`src/rtl/fr_2_current_rand_mc_pkg.sv`:
```
// Shared constants, FSM state type and the float multiply / floor / saturating
// shift helpers used by the multi-channel rate-to-current converter.
package fr_2_current_rand_mc_pkg;

  localparam logic [31:0] FLOAT_ONE = 32'h3F80_0000;
  localparam logic [31:0] INT32_MAX = 32'h7FFF_FFFF;
  localparam logic [31:0] INT32_MIN = 32'h8000_0000;
  localparam logic [31:0] LFSR_TAPS = 32'h8020_0003;
  localparam logic [31:0] FLOAT_QNAN = 32'h7FC0_0000;

  typedef enum logic [1:0] {IDLE, ISSUE, DRAIN, FIN} state_t;

  // float32 multiply, round-to-nearest-even; denormals flush to zero
  function automatic logic [31:0] fmul(input logic [31:0] a, input logic [31:0] b);
    logic              s;
    logic              a_nan, b_nan, a_inf, b_inf, a_zero, b_zero;
    logic [47:0]       p;
    logic signed [9:0] e;
    logic [23:0]       m;
    logic              g, st;
    logic [24:0]       mr;
    s      = a[31] ^ b[31];
    a_nan  = (a[30:23] == 8'hFF) && (a[22:0] != '0);
    b_nan  = (b[30:23] == 8'hFF) && (b[22:0] != '0);
    a_inf  = (a[30:23] == 8'hFF) && (a[22:0] == '0);
    b_inf  = (b[30:23] == 8'hFF) && (b[22:0] == '0);
    a_zero = (a[30:23] == 8'h00);
    b_zero = (b[30:23] == 8'h00);
    if (a_nan || b_nan || (a_inf && b_zero) || (b_inf && a_zero)) return FLOAT_QNAN;
    if (a_inf || b_inf) return {s, 8'hFF, 23'd0};
    if (a_zero || b_zero) return {s, 31'd0};
    p = {1'b1, a[22:0]} * {1'b1, b[22:0]};
    e = $signed({2'b00, a[30:23]}) + $signed({2'b00, b[30:23]}) - 10'sd127;
    if (p[47]) begin
      m  = p[47:24];
      g  = p[23];
      st = |p[22:0];
      e  = e + 10'sd1;
    end else begin
      m  = p[46:23];
      g  = p[22];
      st = |p[21:0];
    end
    mr = {1'b0, m} + {24'd0, g & (st | m[0])};
    if (mr[24]) begin
      mr = mr >> 1;
      e  = e + 10'sd1;
    end
    if (e >= 10'sd255) return {s, 8'hFF, 23'd0};
    if (e <= 10'sd0) return {s, 31'd0};
    return {s, e[7:0], mr[22:0]};
  endfunction

  // floor to int32; NaN/Inf and positive overflow give INT32_MAX,
  // negative finite overflow gives INT32_MIN
  function automatic logic [31:0] floor_i32(input logic [31:0] f);
    logic [7:0]  ex;
    logic [31:0] m32, mag, mask;
    logic        fr;
    ex = f[30:23];
    if (ex == 8'hFF) return INT32_MAX;
    if (ex == 8'h00) return '0;
    if (ex < 8'd127) return f[31] ? '1 : '0;
    if (ex >= 8'd158) return f[31] ? INT32_MIN : INT32_MAX;
    ex  = ex - 8'd127;
    m32 = {8'd0, 1'b1, f[22:0]};
    if (ex >= 8'd23) begin
      mag = m32 << (ex - 8'd23);
      fr  = 1'b0;
    end else begin
      mask = (32'd1 << (8'd23 - ex)) - 32'd1;
      mag  = m32 >> (8'd23 - ex);
      fr   = |(m32 & mask);
    end
    if (f[31]) return -(mag + {31'd0, fr});
    return mag;
  endfunction

  function automatic logic [31:0] sat_shl(input logic [31:0] v, input int unsigned sh);
    logic signed [63:0] w;
    w = {{32{v[31]}}, v} << sh;
    if (w > 64'sh0000_0000_7FFF_FFFF) return INT32_MAX;
    if (w < 64'shFFFF_FFFF_8000_0000) return INT32_MIN;
    return w[31:0];
  endfunction

endpackage

```
`src/rtl/fr_2_current_rand_mc_lfsr32.sv`:
```
// 32-bit Galois LFSR with synchronous reset to SEED and an advance enable.
module fr2i_lfsr32
  import fr_2_current_rand_mc_pkg::*;
#(
  parameter logic [31:0] SEED = 32'hACE1_2468
) (
  input  logic        clk,
  input  logic        rst,
  input  logic        en,
  output logic [31:0] state
);

  always_ff @(posedge clk) begin
    if (rst) state <= SEED;
    else if (en) state <= state[0] ? ((state >> 1) ^ LFSR_TAPS) : (state >> 1);
  end

endmodule

```
`src/rtl/fr_2_current_rand_mc.sv`:
```
// Multi-channel float rate to fixed-point current converter with per-channel
// random gain, using one shared 3-stage multiply/floor pipeline.
module fr_2_current_rand_mc
  import fr_2_current_rand_mc_pkg::*;
#(
  parameter int unsigned N_CH       = 4,
  parameter int unsigned NOISE_BITS = 20,
  parameter int unsigned SHIFT      = 6,
  parameter logic [31:0] SEED       = 32'hACE1_2468
) (
  input  logic              neuron_clk,
  input  logic              reset_global,
  input  logic              start,
  input  logic              noise_en,
  input  logic [N_CH*32-1:0] f_rawfr_in,
  output logic              busy,
  output logic              done,
  output logic [N_CH*32-1:0] i_current_out
);

  localparam int unsigned CW = (N_CH > 1) ? $clog2(N_CH) : 1;
  localparam logic [CW-1:0] LAST = CW'(N_CH - 1);
  localparam logic [31:0] NMASK = (32'd1 << NOISE_BITS) - 32'd1;

  state_t        state_q, state_d;
  logic [31:0]   snap [N_CH];
  logic          snap_noise;
  logic [CW-1:0] ch;
  logic          drain;
  logic [31:0]   lfsr;
  logic [31:0]   gain;
  logic [22:0]   noise_mant;

  logic          s1_v, s2_v;
  logic [31:0]   s1_a, s1_b, s2_p;
  logic [CW-1:0] s1_ch, s2_ch;
  logic [31:0]   cur [N_CH];

  fr2i_lfsr32 #(.SEED(SEED)) u_lfsr (
    .clk   (neuron_clk),
    .rst   (reset_global),
    .en    (state_q == ISSUE),
    .state (lfsr)
  );

  // LFSR bits land in the top of the mantissa; NOISE_BITS=0 leaves gain at 1.0
  assign noise_mant = 23'((lfsr & NMASK) << (23 - NOISE_BITS));
  assign gain       = snap_noise ? {1'b0, 8'h7F, noise_mant} : FLOAT_ONE;

  always_comb begin
    state_d = state_q;
    unique case (state_q)
      IDLE:  if (start) state_d = ISSUE;
      ISSUE: if (ch == LAST) state_d = DRAIN;
      DRAIN: if (drain) state_d = FIN;
      FIN:   state_d = IDLE;
      default: state_d = IDLE;
    endcase
  end

  always_ff @(posedge neuron_clk) begin
    if (reset_global) state_q <= IDLE;
    else state_q <= state_d;
  end

  always_ff @(posedge neuron_clk) begin
    if (reset_global) begin
      for (int unsigned k = 0; k < N_CH; k++) begin
        snap[k] <= '0;
        cur[k]  <= '0;
      end
      snap_noise <= 1'b0;
      ch         <= '0;
      drain      <= 1'b0;
      done       <= 1'b0;
      s1_v       <= 1'b0;
      s2_v       <= 1'b0;
      s1_a       <= '0;
      s1_b       <= '0;
      s1_ch      <= '0;
      s2_p       <= '0;
      s2_ch      <= '0;
    end else begin
      done <= (state_q == FIN);
      if (state_q == IDLE && start) begin
        for (int unsigned k = 0; k < N_CH; k++) snap[k] <= f_rawfr_in[32*k +: 32];
        snap_noise <= noise_en;
        ch         <= '0;
      end
      if (state_q == ISSUE) begin
        ch    <= ch + 1'b1;
        drain <= 1'b0;
      end
      if (state_q == DRAIN) drain <= 1'b1;

      s1_v  <= (state_q == ISSUE);
      s1_a  <= snap[ch];
      s1_b  <= gain;
      s1_ch <= ch;

      s2_v  <= s1_v;
      s2_p  <= fmul(s1_a, s1_b);
      s2_ch <= s1_ch;

      if (s2_v) cur[s2_ch] <= sat_shl(floor_i32(s2_p), SHIFT);
    end
  end

  assign busy = (state_q != IDLE);

  for (genvar k = 0; k < N_CH; k++) begin : g_out
    assign i_current_out[32*k +: 32] = cur[k];
  end

endmodule

```
`config.mk`:
```
export PLATFORM = sky130hd
export DESIGN_NAME = fr_2_current_rand_mc
export DESIGN_NICKNAME = d
export VERILOG_FILES = /design/src/rtl/fr_2_current_rand_mc_pkg.sv /design/src/rtl/fr_2_current_rand_mc_lfsr32.sv /design/src/rtl/fr_2_current_rand_mc.sv
export SDC_FILE = /design/constraint.sdc
export NUM_CORES = 2
export LEC_CHECK = 0
export BUFFER_PORTS_ARGS = -buffer_cell sky130_fd_sc_hd__buf_2
export CORE_ASPECT_RATIO = 1.2
export CORE_MARGIN = 2
export CORE_UTILIZATION = 50
export CTS_CLUSTER_SIZE = 28
export DETAILED_ROUTE_END_ITERATION = 12
export GPL_TIMING_DRIVEN = 1
export PLACE_DENSITY = 0.82
export SLEW_MARGIN = 20
export SYNTH_ARGS = -nofsm -noshare
export SYNTH_HDL_FRONTEND = slang
export SYNTH_HIERARCHICAL = 1
export SYNTH_SLANG_ARGS = --single-unit
export TNS_END_PERCENT = 5
```
`constraint.sdc`:
```
create_clock -name neuron_clk -period 11.06 [get_ports neuron_clk]
set_input_delay 0 -clock neuron_clk [delete_from_list [all_inputs] [get_ports neuron_clk]]
set_output_delay 0 -clock neuron_clk [all_outputs]
set_load 0.02 [all_outputs]
```
==> flow_summary.toml <==
[global_route]
grt_pass1_wl_um = 182000
grtUsageTotal = 0.289
grt_pass1_vias = 33728
grt_max_degree = 130
antenna_found_initial = 4
grt.overflow.total = 0

[floorplan]
core_sq_um = 77500
dieArea_sq_um = 80300
rows = 112
pin_count = 262
initial_core_util = 0.504
die_y_um = 310
die_w_um = 259

[route]
drtPass1Iterations = 6
antenna_left = 0
wl_um = 118000
drc = 0
vias_per_cell = 5.91
via_count = 33117
drt_iter0_drc = 3485
routedWlPerCell_um = 21.1

[sta]
tightest_slew_ps = 1130
hold_viol_final = 0
fin_skew_ps = 39.0
fin_crit_ps = 10600
relSlewSlack = 0.248
fmax_mhz = 94.3
rsz0062_at_grt = "no"
min_period_over_period = 0.959
setup_tns_ps = 0
setup_viol = 0
slew_viol_final = 0

[logic_synthesis]
syn_inst = 4274
yosysTopAreaCellShare = 0.214
synth-main-ff-cell = "edfxtp_1"
async_flop_share = 0
netlist.top_cell.by_area = "fa_1"
synth_mux_area_frac = 0.0378
synth-simple-area-share = 0.184
synth_top_family_by_area = "adder cells"
yosysWarnings = 6
synth_xor_xnor_area_share = 0.0270
yosys-top-cells-area = "fa_1, edfxtp_1, ha_1"
synth_edf_count = 236
syn_nets = 5078
synth-compound-area-share = 0.121
ys_ff_latch = 366
netlist_area_sq_um = 39000
synth_cell_types = 101
synth_area_per_cell_sq_um = 9.13
synth_fa_ha_area_frac = 0.296
yosysSeqAreaShare = 0.248

[setup_path]
required_ps = 11500
cp_slowest_cell = "or4b_1"
cp_max_fo = 22
critPathCaptureType = "flop"
cp_num_buf_inv = 5
ff2ff_setup_slack_ps = 460
critical_path_class = "reg -> reg"
crit_path_frequent_cell = "fa_1"
arrival_ps = 11040
crit_path_start_kind = "flop"
crit_family = "adder cells"
cpPeakStageDelay_ps = 570

[final_layout]
final_nets = 5342
final_cells = 5599
final_cell_mix = "inv_1, nand2_1, fa_1"
fin_area_sq_um = 43900
area_growth_pct = 12.4
final_common_cell = "inv_1"
drive_gt1_frac = 0.120

[clock_tree]
clock_sinks = 366
cts_max_level = 2
root_buffer = "clkbuf_16"
cts_tree = "yes"
cts_buffers = 37
clock_latency_ps = 590
path_clk_slew_ps = 80
post_cts_buffers = 0
clockBufferDepth = 3

[outcome]
status = "complete, no violations"

[power]
power_density_nw_per_um2 = 125
ir_drop_mv = 0.150
intPower_uw = 3280
p_leak_uw = 0.0197
p_sw_uw = 2210
seq_power_share = 0.360
pwr-share-clk = 0.244
comb_power_share = 0.396
switching_share = 0.403

[placed_design]
dp_hpwl_um = 82900
place_area_sq_um = 41200
globalplace.congestion = 0.996
dp_cells = 5392
io_buffers = 261

[flow_run]
drv_cap = 0

[hold_path]
hold_path.class = "in -> reg"
==> through the flow <==
step | worst slack, ps | power (uW) | hold slack, ps | util
global placement | 345 | 3930 | 234 | 0.532
finish | 458 | 5490 | 222 | 0.566
floorplan | 438 | 3400 | 71.6 | -
CTS | 9.87 | 5320 | 217 | 0.565
global route | 12.0 | 5730 | 232 | 0.566
detailed placement | -9.69 | 3980 | 241 | 0.532
==> worst register-to-register path, delay by kind of cell (launching register included) <==
kind	cells	cell delay, ps
compound gates	6	1500
xor+xnor	1	190
fa+ha+maj	9	4050
buf+inv	5	490
flops	1	490
simple gates	11	3720
==> layout make-up <==
| type | instances | area, sq um |
|---|---|---|
| repair buffers | 479 | 3280 |
| inverters | 604 | 2270 |
| well taps | 1026 | 1280 |
| diodes | 6 | 15.0 |
| multi-input cells | 3050 | 26000 |
| fillers | 6245 | 33600 |
| clock buffers | 49 | 1020 |
| flip-flops and latches | 366 | 9750 |
| clock inverters | 19 | 221 |
==> cells in the mapped netlist, types with 48 or more instances <==
cell	count
edfxtp_1	236
and2_1	403
nand3_1	65
nor2_1	275
dfxtp_1	130
xnor2_1	71
clkbuf_1	203
nand2_1	431
o21ai_0	149
a21oi_1	227
inv_1	602
nor3_1	62
mux2i_1	55
fa_1	418
a21o_1	48
ha_1	254
==> registers in the layout, summed over array words and instances, names as in the netlist <==
register,count
snap,128
cur,108
s1_a,32
s2_p,32
u_lfsr/state,32
s1_b,21
ch,2
s1_ch,2
s2_ch,2
state_q,2
done,1
drain,1
s1_v,1
s2_v,1
snap_noise,1
==> power groups by stage <==
stage	logic, uW	registers, uW	clock network (uW)
2_1_floorplan	1560	1830	0
3_3_place_gp	1980	1950	0
3_5_place_dp	2020	1960	0
4_1_cts	2080	1940	1310
5_1_grt	2350	1990	1390
6_report	2170	1980	1340
==> worst paths after layout <==
path	endpoint	cells past startpoint	start
setup / recovery	s2_p[11]	32	s1_a[15]
hold / removal	snap[2][8]	3	f_rawfr_in[72]
setup reg to reg	s2_p[11]	32	s1_a[15]
hold reg to reg	s2_ch[1]	1	s1_ch[1]
==> metal layers <==
layer,part of all wire,global-route usage
met4,0.076,0.193
met3,0.081,0.0522
met5,0.00011,0
met1,0.35,0.324
met2,0.50,0.502
==> what timing repair did <==
action | 4_1_cts | 5_1_grt
hold buffers | 133 | 0
gates resized for setup | 5 | 39
setup endpoints to repair | 2 | 22
cloned | 0 | 0
endpoints found under the hold margin | 148 | 0
==> cell families after synthesis <==
logic type      after synthesis
simple gates               1434
fa+ha+maj                   672
flops                       366
xor+xnor                    118
buf+inv                     858
mux                         100
compound gates              726
No activity file was read; power rests on OpenSTA's default activity.
